--- src/rtl/sram_arb_pkg.sv ---
// Shared types and width helpers for the single-port SRAM arbiter.
package sram_arb_pkg;

  // Index width for n items, never below one bit.
  function automatic int unsigned idx_width(input int unsigned n);
    return (n > 1) ? $clog2(n) : 1;
  endfunction

  function automatic int unsigned be_width(input int unsigned data_width);
    return (data_width + 7) / 8;
  endfunction

  localparam int unsigned DefDataWidth = 64;
  localparam int unsigned DefNumWords  = 1024;
  localparam int unsigned DefAw        = idx_width(DefNumWords);
  localparam int unsigned DefBw        = be_width(DefDataWidth);

  typedef struct packed {
    logic                    we;
    logic [DefAw-1:0]        addr;
    logic [DefDataWidth-1:0] wdata;
    logic [DefBw-1:0]        be;
  } sram_req_t;

endpackage

--- src/rtl/sram_arbiter_rr_arbiter.sv ---
// Combinational round-robin pick: first asserted request at or after ptr_i, wrapping.
module rr_arbiter
  import sram_arb_pkg::*;
#(
  parameter int unsigned N = 2,
  localparam int unsigned IW = idx_width(N)
) (
  input  logic [N-1:0]  req_i,
  input  logic [IW-1:0] ptr_i,
  output logic [N-1:0]  gnt_o,
  output logic [IW-1:0] idx_o,
  output logic          any_o
);

  logic found;

  // Two passes: indices from ptr_i upward, then the wrapped indices below ptr_i.
  always_comb begin
    gnt_o = '0;
    idx_o = '0;
    found = 1'b0;
    for (int unsigned j = 0; j < N; j++) begin
      if (!found && req_i[j] && (j >= 32'(ptr_i))) begin
        found    = 1'b1;
        gnt_o[j] = 1'b1;
        idx_o    = IW'(j);
      end
    end
    for (int unsigned j = 0; j < N; j++) begin
      if (!found && req_i[j] && (j < 32'(ptr_i))) begin
        found    = 1'b1;
        gnt_o[j] = 1'b1;
        idx_o    = IW'(j);
      end
    end
  end

  assign any_o = |req_i;

endmodule

--- src/rtl/sram_arbiter.sv ---
// Round-robin sharing of one single-port SRAM between N_PORTS requesters.
module sram_arbiter
  import sram_arb_pkg::*;
#(
  parameter int unsigned N_PORTS    = 2,
  parameter int unsigned DATA_WIDTH = 64,
  parameter int unsigned NUM_WORDS  = 1024,
  localparam int unsigned AW = idx_width(NUM_WORDS),
  localparam int unsigned BW = be_width(DATA_WIDTH)
) (
  input  logic                                clk_i,
  input  logic                                rst_ni,
  input  logic [N_PORTS-1:0]                  req_valid_i,
  output logic [N_PORTS-1:0]                  req_ready_o,
  input  logic [N_PORTS-1:0]                  req_we_i,
  input  logic [N_PORTS-1:0][AW-1:0]          req_addr_i,
  input  logic [N_PORTS-1:0][DATA_WIDTH-1:0]  req_wdata_i,
  input  logic [N_PORTS-1:0][BW-1:0]          req_be_i,
  output logic [N_PORTS-1:0]                  rsp_valid_o,
  output logic [DATA_WIDTH-1:0]               rsp_rdata_o,
  output logic                                sram_req_o,
  output logic                                sram_we_o,
  output logic [AW-1:0]                       sram_addr_o,
  output logic [DATA_WIDTH-1:0]               sram_wdata_o,
  output logic [BW-1:0]                       sram_be_o,
  input  logic [DATA_WIDTH-1:0]               sram_rdata_i
);

  localparam int unsigned PW = idx_width(N_PORTS);

  logic [PW-1:0]      rr_ptr_q, rr_ptr_d;
  logic               rsp_pending_q, rsp_pending_d;
  logic [PW-1:0]      rsp_port_q, rsp_port_d;
  logic               rsp_is_read_q, rsp_is_read_d;

  logic [N_PORTS-1:0] gnt;
  logic [PW-1:0]      gnt_idx;
  logic               gnt_any;

  rr_arbiter #(
    .N (N_PORTS)
  ) u_rr_arbiter (
    .req_i (req_valid_i),
    .ptr_i (rr_ptr_q),
    .gnt_o (gnt),
    .idx_o (gnt_idx),
    .any_o (gnt_any)
  );

  assign req_ready_o = gnt;

  always_comb begin
    sram_req_o   = gnt_any;
    sram_we_o    = 1'b0;
    sram_addr_o  = '0;
    sram_wdata_o = '0;
    sram_be_o    = '0;
    if (gnt_any) begin
      sram_we_o   = req_we_i[gnt_idx];
      sram_addr_o = req_addr_i[gnt_idx];
      // Reads fetch the full word; write data is irrelevant and kept quiet.
      if (req_we_i[gnt_idx]) begin
        sram_wdata_o = req_wdata_i[gnt_idx];
        sram_be_o    = req_be_i[gnt_idx];
      end else begin
        sram_be_o    = '1;
      end
    end
  end

  always_comb begin
    rr_ptr_d      = rr_ptr_q;
    rsp_pending_d = gnt_any;
    rsp_port_d    = gnt_idx;
    rsp_is_read_d = gnt_any & ~req_we_i[gnt_idx];
    if (gnt_any) begin
      if (gnt_idx == PW'(N_PORTS - 1)) begin
        rr_ptr_d = '0;
      end else begin
        rr_ptr_d = gnt_idx + PW'(1);
      end
    end
  end

  always_ff @(posedge clk_i or negedge rst_ni) begin
    if (!rst_ni) begin
      rr_ptr_q      <= '0;
      rsp_pending_q <= 1'b0;
      rsp_port_q    <= '0;
      rsp_is_read_q <= 1'b0;
    end else begin
      rr_ptr_q      <= rr_ptr_d;
      rsp_pending_q <= rsp_pending_d;
      rsp_port_q    <= rsp_port_d;
      rsp_is_read_q <= rsp_is_read_d;
    end
  end

  always_comb begin
    rsp_valid_o = '0;
    if (rsp_pending_q) begin
      rsp_valid_o[rsp_port_q] = 1'b1;
    end
    rsp_rdata_o = (rsp_pending_q && rsp_is_read_q) ? sram_rdata_i : '0;
  end

endmodule

--- config.mk ---
export PLATFORM = sky130hd
export DESIGN_NAME = sram_arbiter
export DESIGN_NICKNAME = d
export VERILOG_FILES = /design/src/rtl/sram_arb_pkg.sv /design/src/rtl/sram_arbiter_rr_arbiter.sv /design/src/rtl/sram_arbiter.sv
export SDC_FILE = /design/constraint.sdc
export NUM_CORES = 1
export LEC_CHECK = 0
export BUFFER_PORTS_ARGS = -buffer_cell sky130_fd_sc_hd__buf_4
export CAP_MARGIN = 30
export CORE_AREA = 10 10 141 143
export DETAILED_ROUTE_END_ITERATION = 12
export DIE_AREA = 0 0 151 153
export GPL_TIMING_DRIVEN = 0
export HOLD_SLACK_MARGIN = 0.12
export PLACE_DENSITY = 0.52
export SLEW_MARGIN = 20
export SYNTH_ARGS = -nofsm -noshare
export SYNTH_HDL_FRONTEND = slang
export SYNTH_SLANG_ARGS = --single-unit
--- constraint.sdc ---
create_clock -name clk_i -period 2.3 [get_ports clk_i]
set_clock_uncertainty 0.15 [all_clocks]
set_input_delay 0.23 -clock clk_i [delete_from_list [all_inputs] [get_ports clk_i]]
set_output_delay 0.23 -clock clk_i [all_outputs]
set_load 0.05 [all_outputs]
==> impl_metrics.json, run 1 <==
{
  "cp_data_required_time_ns": 1.92,
  "clk_pin_slew_ns": 0.03,
  "ys_top_cells_by_count": "nand3_1, and3_1, o21ai_0, a21oi_2, clkbuf_1",
  "finalCriticalPeriod_ns": 2.21,
  "powerDensity_nw_per_um2": 428,
  "nNetsFinal": 993,
  "crit_fanout": 10,
  "cts_made_buffers": 3,
  "wl_per_cell_um": 21.2,
  "n_fill_cell": 1931,
  "rsz0062_at_grt": "no",
  "cp_top_family": "buffers and inverters",
  "syn-mean-instance-area_um2": 6.27,
  "cp-end-kind": "output pin",
  "maxSlewHeadroom_pct": 58.8,
  "timing.final.crit_share_pct": 95.9,
  "drc": 0,
  "multi_input_area_um2": 1870,
  "hpwl_mm": 17.8,
  "critical_path_buf_inv_count": 3,
  "hold_path_depth": 2,
  "synth_edf_count": 0,
  "drive_above_1_share_pct": 63.1,
  "vias_per_cell": 4.41,
  "vias": 4336,
  "fp-row-count": 48,
  "routed_wl_mm": 20.8,
  "synthTopCellsByArea": "a21oi_2, and3_1, nand3_1, o21ai_0, a21oi_1",
  "finalSetupViolCount": 0,
  "area_growth_pct": 145,
  "die_area_um2": 23100,
  "critPathKind": "reg -> out",
  "ff_latch_area_um2": 101,
  "grt_usage_pct": 16.3,
  "async_reset_ff_share_pct": 100,
  "ys.flop_type": "dfrtp_1",
  "synth_nets": 598,
  "hold_viol_final": 0,
  "die_width_um": 151,
  "root_buffer": "clkbuf_16",
  "synth.most_common_cell": "nand3_1",
  "start_util_pct": 13.4,
  "gr-total-overflow": 0,
  "cp_slowest_cell": "dfrtp_2",
  "htreeDepth": 1,
  "grt_max_degree": 11,
  "fmax_mhz": 453,
  "insertion_delay_ns": 0.22,
  "ir_drop_v": 0.000210,
  "synth.cell_area_um2": 2280,
  "io_buffers": 384,
  "maxCapViolCount": 0,
  "grt_first_pass_wirelength_mm": 29.2,
  "num_io_pins": 386,
  "first_iter_violations": 135,
  "first_global_vias": 4705,
  "cp.depth": 6,
  "synth.top_cell.area_share_pct": 18.8,
  "r2r_cells": 5,
  "ys_ff_latch": 4,
  "antenna_found_initial": 2,
  "cp_slowest_stage_delay_ns": 0.44,
  "synth_cells": 364,
  "status": "finished, final reports clean",
  "core_area_um2": 17100,
  "path_common_cell": "buf_6",
  "cts_tree": "built",
  "slew_violations": 0,
  "ys_seq_area_share_pct": 4.39,
  "ant_nets": 0,
  "start_kind": "flip-flop",
  "ys_warn_count": 0,
  "fin_ws_ns": 0.0933,
  "dieHeight_um": 153,
  "synth_cell_types": 28,
  "crit_path_cell_trace": "nand2b_1, a32oi_1, buf_6, buf_6, a21oi_2, buf_4",
  "tightest_slew_ns": 0.618,
  "numClockSinks": 4,
  "yosys.area.top_type": "a21oi_2",
  "first_pass_iters": 4,
  "clockBufferDepth": 2,
  "dpl_worst_slack_ns": 0.0684,
  "hold_path.class": "in -> reg",
  "setup-tns-final_ns": 0,
  "place_congestion": 0.894,
  "arrival_ns": 1.83,
  "leakage_nw": 2.94
}
==> sequential cells by signal, summed over array words and instances (netlist names) <==
signal,cells
rsp_pending_q,1
rsp_port_q,1
rr_ptr_q,1
rsp_is_read_q,1
==> cells by family (layout without fill, tap and decap cells) <==
kind of cell,count (synthesis),in the layout,share of synthesized area (%)
compound gates,160,160,47.0
other cells,0,2,0
flops,4,4,4.39
simple gates,141,141,34.9
buf+inv,59,452,13.8
==> routing by layer <==
layer	global-route usage, %	share of wire [%]	up-vias
li1	-	-	2135
met1	17.2	37	1935
met2	30.1	51	252
met3	5.79	11	14
met4	2.93	1.4	0
met5	0	0	-
==> report_power, final <==
group / total [mW] / leakage [nW] / switching (mW) / internal [mW]
Combinational: 2.04 / 2.86 / 1.30 / 0.736
Clock: 0.269 / 0.0370 / 0.0474 / 0.222
Sequential: 0.0856 / 0.0460 / 0.00736 / 0.0782
==> cell type report <==
type                       instances  share of cell area, %
inverter                           5                  0.335
buffer                            54                   5.64
tap                              225                   5.03
clock buffer                       3                   1.34
antenna                            2                 0.0894
sequential                         4                   1.81
timing repair buffer             390                   52.4
multi-input combinational        301                   33.4
==> what timing repair did <==
action	4_1_cts	5_1_grt
setup buffers	5	0
endpoints found under the hold margin	4	0
endpoints found under the setup margin	60	64
gates resized for setup	3	10
hold buffers	1	0
pin swaps	2	0
==> worst reg2reg max path: cells and delay by family (launching register included) <==
kind	cells	cell delay, ns
buffers and inverters	3	0.40
AOI/OAI and AO/OA	1	0.27
and+or+nand+nor	1	0.20
DFF	1	0.44
==> placed cells by master (no fill, tap or decap), drive strengths merged, types with 2 or more instances in the layout <==
| cell | synthesis | routed |
|---|---|---|
| a21oi | 74 | 74 |
| a22o | 10 | 10 |
| a32oi | 2 | 2 |
| and3 | 64 | 64 |
| buf | 25 | 416 |
| clkbuf | 29 | 30 |
| dfrtp | 4 | 4 |
| diode | 0 | 2 |
| inv | 5 | 5 |
| nand2 | 3 | 3 |
| nand3 | 67 | 67 |
| nor2 | 2 | 2 |
| nor2b | 2 | 2 |
| o211ai | 3 | 3 |
| o21ai | 69 | 69 |
==> worst paths after layout <==
check | from | endpoint | slack [ns]
worst max-delay path | rr_ptr_q$_DFFE_PN0P_ | sram_wdata_o[25] | 0.09
worst min-delay path | req_valid_i[0] | rsp_pending_q$_DFF_PN0_ | 0.18
worst max register to register | rr_ptr_q$_DFFE_PN0P_ | rsp_is_read_q$_DFF_PN0_ | 0.72
worst min register to register | rr_ptr_q$_DFFE_PN0P_ | rr_ptr_q$_DFFE_PN0P_ | 0.44
max in group asynchronous | rst_ni | rr_ptr_q$_DFFE_PN0P_ | 1.68
min in group asynchronous | rst_ni | rsp_port_q$_DFF_PN0_ | 0.21
==> through the flow <==
step	cell area, um^2	util (%)	total power, mW	instances	hold WS, ns
6_report	5600	32.8	2.39	984	0.184
5_1_grt	5600	32.8	2.52	984	0.196
4_1_cts	5570	32.7	2.41	982	0.179
3_5_place_dp	5450	31.9	2.12	973	-0.120
3_3_place_gp	5450	31.9	2.11	973	-0.122
2_1_floorplan	2280	-	1.31	364	-0.216
(Power assumes the default switching activity.)
==> run 2: changes to the inputs <==
- CORE_AREA: 10 10 141 143 -> 5 5 148 150
- DIE_AREA: 0 0 151 153 -> 0 0 153 155
- GPL_ROUTABILITY_DRIVEN: default -> 0
- PLACE_DENSITY: 0.52 -> 0.47
==> impl_metrics.json, run 2 (synthesized netlist as in run 1, its figures left out) <==
{
  "numClockSinks": 4,
  "layout_commonest_cell": "buf_4",
  "status": "finished, final reports clean",
  "vias": 4449,
  "vias_per_cell": 4.30,
  "start_kind": "flip-flop",
  "dieHeight_um": 155,
  "final_cell_mix": "buf_4, nand3_1, and3_1, o21ai_0, a21oi_2",
  "fin_hold_ws_ns": 0.212,
  "drive_above_1_share_pct": 63.7,
  "cp_data_required_time_ns": 1.92,
  "clockBufferDepth": 2,
  "internal_power_mw": 1.05,
  "ant_nets": 0,
  "drc": 0,
  "start_util_pct": 11.1,
  "final_cells": 1034,
  "maxCapViolCount": 0,
  "fp-row-count": 53,
  "first_pass_iters": 4,
  "routed_wl_mm": 19.9,
  "cts_tree": "built",
  "ir_drop_v": 0.000191,
  "hpwl_mm": 16.9,
  "wl_per_cell_um": 19.3,
  "postLayoutCoreUtil_pct": 27.8,
  "cts_made_buffers": 3,
  "finalCriticalPeriod_ns": 2.19,
  "critPathKind": "reg -> out",
  "finalSetupViolCount": 0,
  "grt_max_degree": 11,
  "pwr-share-seq_pct": 3.6,
  "nNetsFinal": 993,
  "timing.final.crit_share_pct": 95.2,
  "cp_top_family": "buffers and inverters",
  "first_global_vias": 4678,
  "pwr-share-comb_pct": 85.1,
  "clk_pin_slew_ns": 0.03,
  "arrival_ns": 1.81,
  "insertion_delay_ns": 0.23,
  "first_iter_violations": 139,
  "placed_cell_area_um2": 5510,
  "n_fill_cell": 2362,
  "die_width_um": 153,
  "cp_slowest_cell": "dfrtp_2",
  "root_buffer": "clkbuf_16",
  "cp-end-kind": "output pin",
  "r2r_setup_slack_ns": 0.77,
  "gr-total-overflow": 0,
  "ff_latch_area_um2": 101,
  "switching_share_pct": 56.6,
  "leakage_nw": 2.97,
  "final_area_um2": 5720,
  "powerDensity_nw_per_um2": 424,
  "switchingPower_mw": 1.37,
  "critical_path_buf_inv_count": 3,
  "crit_path_cell_trace": "nor2b_4, buf_6, buf_2, o21ai_0, a21oi_2, buf_4",
  "clock_power_share_pct": 11.3,
  "hold_path.class": "in -> async",
  "fmax_mhz": 457,
  "multi_input_area_um2": 1900,
  "htreeDepth": 1,
  "antenna_found_initial": 2,
  "dp.cells": 1023,
  "die_area_um2": 23700,
  "setup-tns-final_ns": 0,
  "core_area_um2": 20600,
  "maxSlewHeadroom_pct": 53.8,
  "slew_violations": 0,
  "hold_viol_final": 0,
  "num_io_pins": 386,
  "area_growth_pct": 151,
  "io_buffers": 384,
  "cp_slowest_stage_delay_ns": 0.46,
  "tightest_slew_ns": 0.693,
  "grt_usage_pct": 15.2,
  "grt_first_pass_wirelength_mm": 28.5,
  "crit_fanout": 10
}
==> run 2: metrics by stage <==
stage / total power, mW / setup slack [ns]
global route: 2.56 / -0.00564
finish: 2.43 / 0.110
CTS: 2.42 / 0.0137
global placement: 2.13 / -0.0335
detailed placement: 2.12 / 0.0192
floorplan: 1.31 / 0.00901
==> run 2: repair_timing <==
action                                  CTS  global route
resized for setup                         7            15
gates cloned                              0             1
hold buffers                              1             0
endpoints found under the hold margin     4             0
endpoints found under the setup margin   64            59
pin swaps                                 2             2
buffers inserted                          3             1
==> run 2: path summary, 6_finish.rpt <==
kind / cells after the start / from / endpoint
max: 6 / rr_ptr_q$_DFFE_PN0P_ / sram_wdata_o[43]
min: 2 / rst_ni / rr_ptr_q$_DFFE_PN0P_
max reg2reg: 5 / rr_ptr_q$_DFFE_PN0P_ / rsp_is_read_q$_DFF_PN0_
min reg2reg: 1 / rr_ptr_q$_DFFE_PN0P_ / rr_ptr_q$_DFFE_PN0P_
max in group asynchronous: 2 / rst_ni / rr_ptr_q$_DFFE_PN0P_
min in group clk_i: 2 / req_valid_i[0] / rsp_pending_q$_DFF_PN0_
==> run 2: worst reg2reg max path: cells and delay by family (launching register included) <==
kind,cells,cell delay (ns)
AO/OA/AOI/OAI,1,0.26
flip-flops,1,0.46
buffers and inverters,3,0.36
AND/OR/NAND/NOR,1,0.18
==> run 2: layer usage <==
| metal | track usage, % | part of all wire, % |
|---|---|---|
| met5 | 0 | 0 |
| met4 | 3.27 | 2.2 |
| met3 | 4.76 | 9.2 |
| met2 | 29.2 | 52 |
| met1 | 16.4 | 37 |
==> run 2: power groups by stage <==
stage | Combinational [mW] | Clock [mW] | Sequential [mW]
3_3_place_gp | 2.04 | 0 | 0.0877
4_1_cts | 2.06 | 0.279 | 0.0874
6_report | 2.07 | 0.273 | 0.0871
5_1_grt | 2.19 | 0.282 | 0.0881
2_1_floorplan | 1.23 | 0 | 0.0843
3_5_place_dp | 2.04 | 0 | 0.0875
==> run 2: area by class of cell <==
cell class                      instances  area share (%)
Clock buffer                            3            1.31
Sequential cell                         4            1.77
Inverter                                5           0.328
Buffer                                 54            5.64
Antenna cell                            2          0.0875
Timing Repair Buffer                  390            51.7
Tap cell                              275            6.01
Multi-Input combinational cell        301            33.2
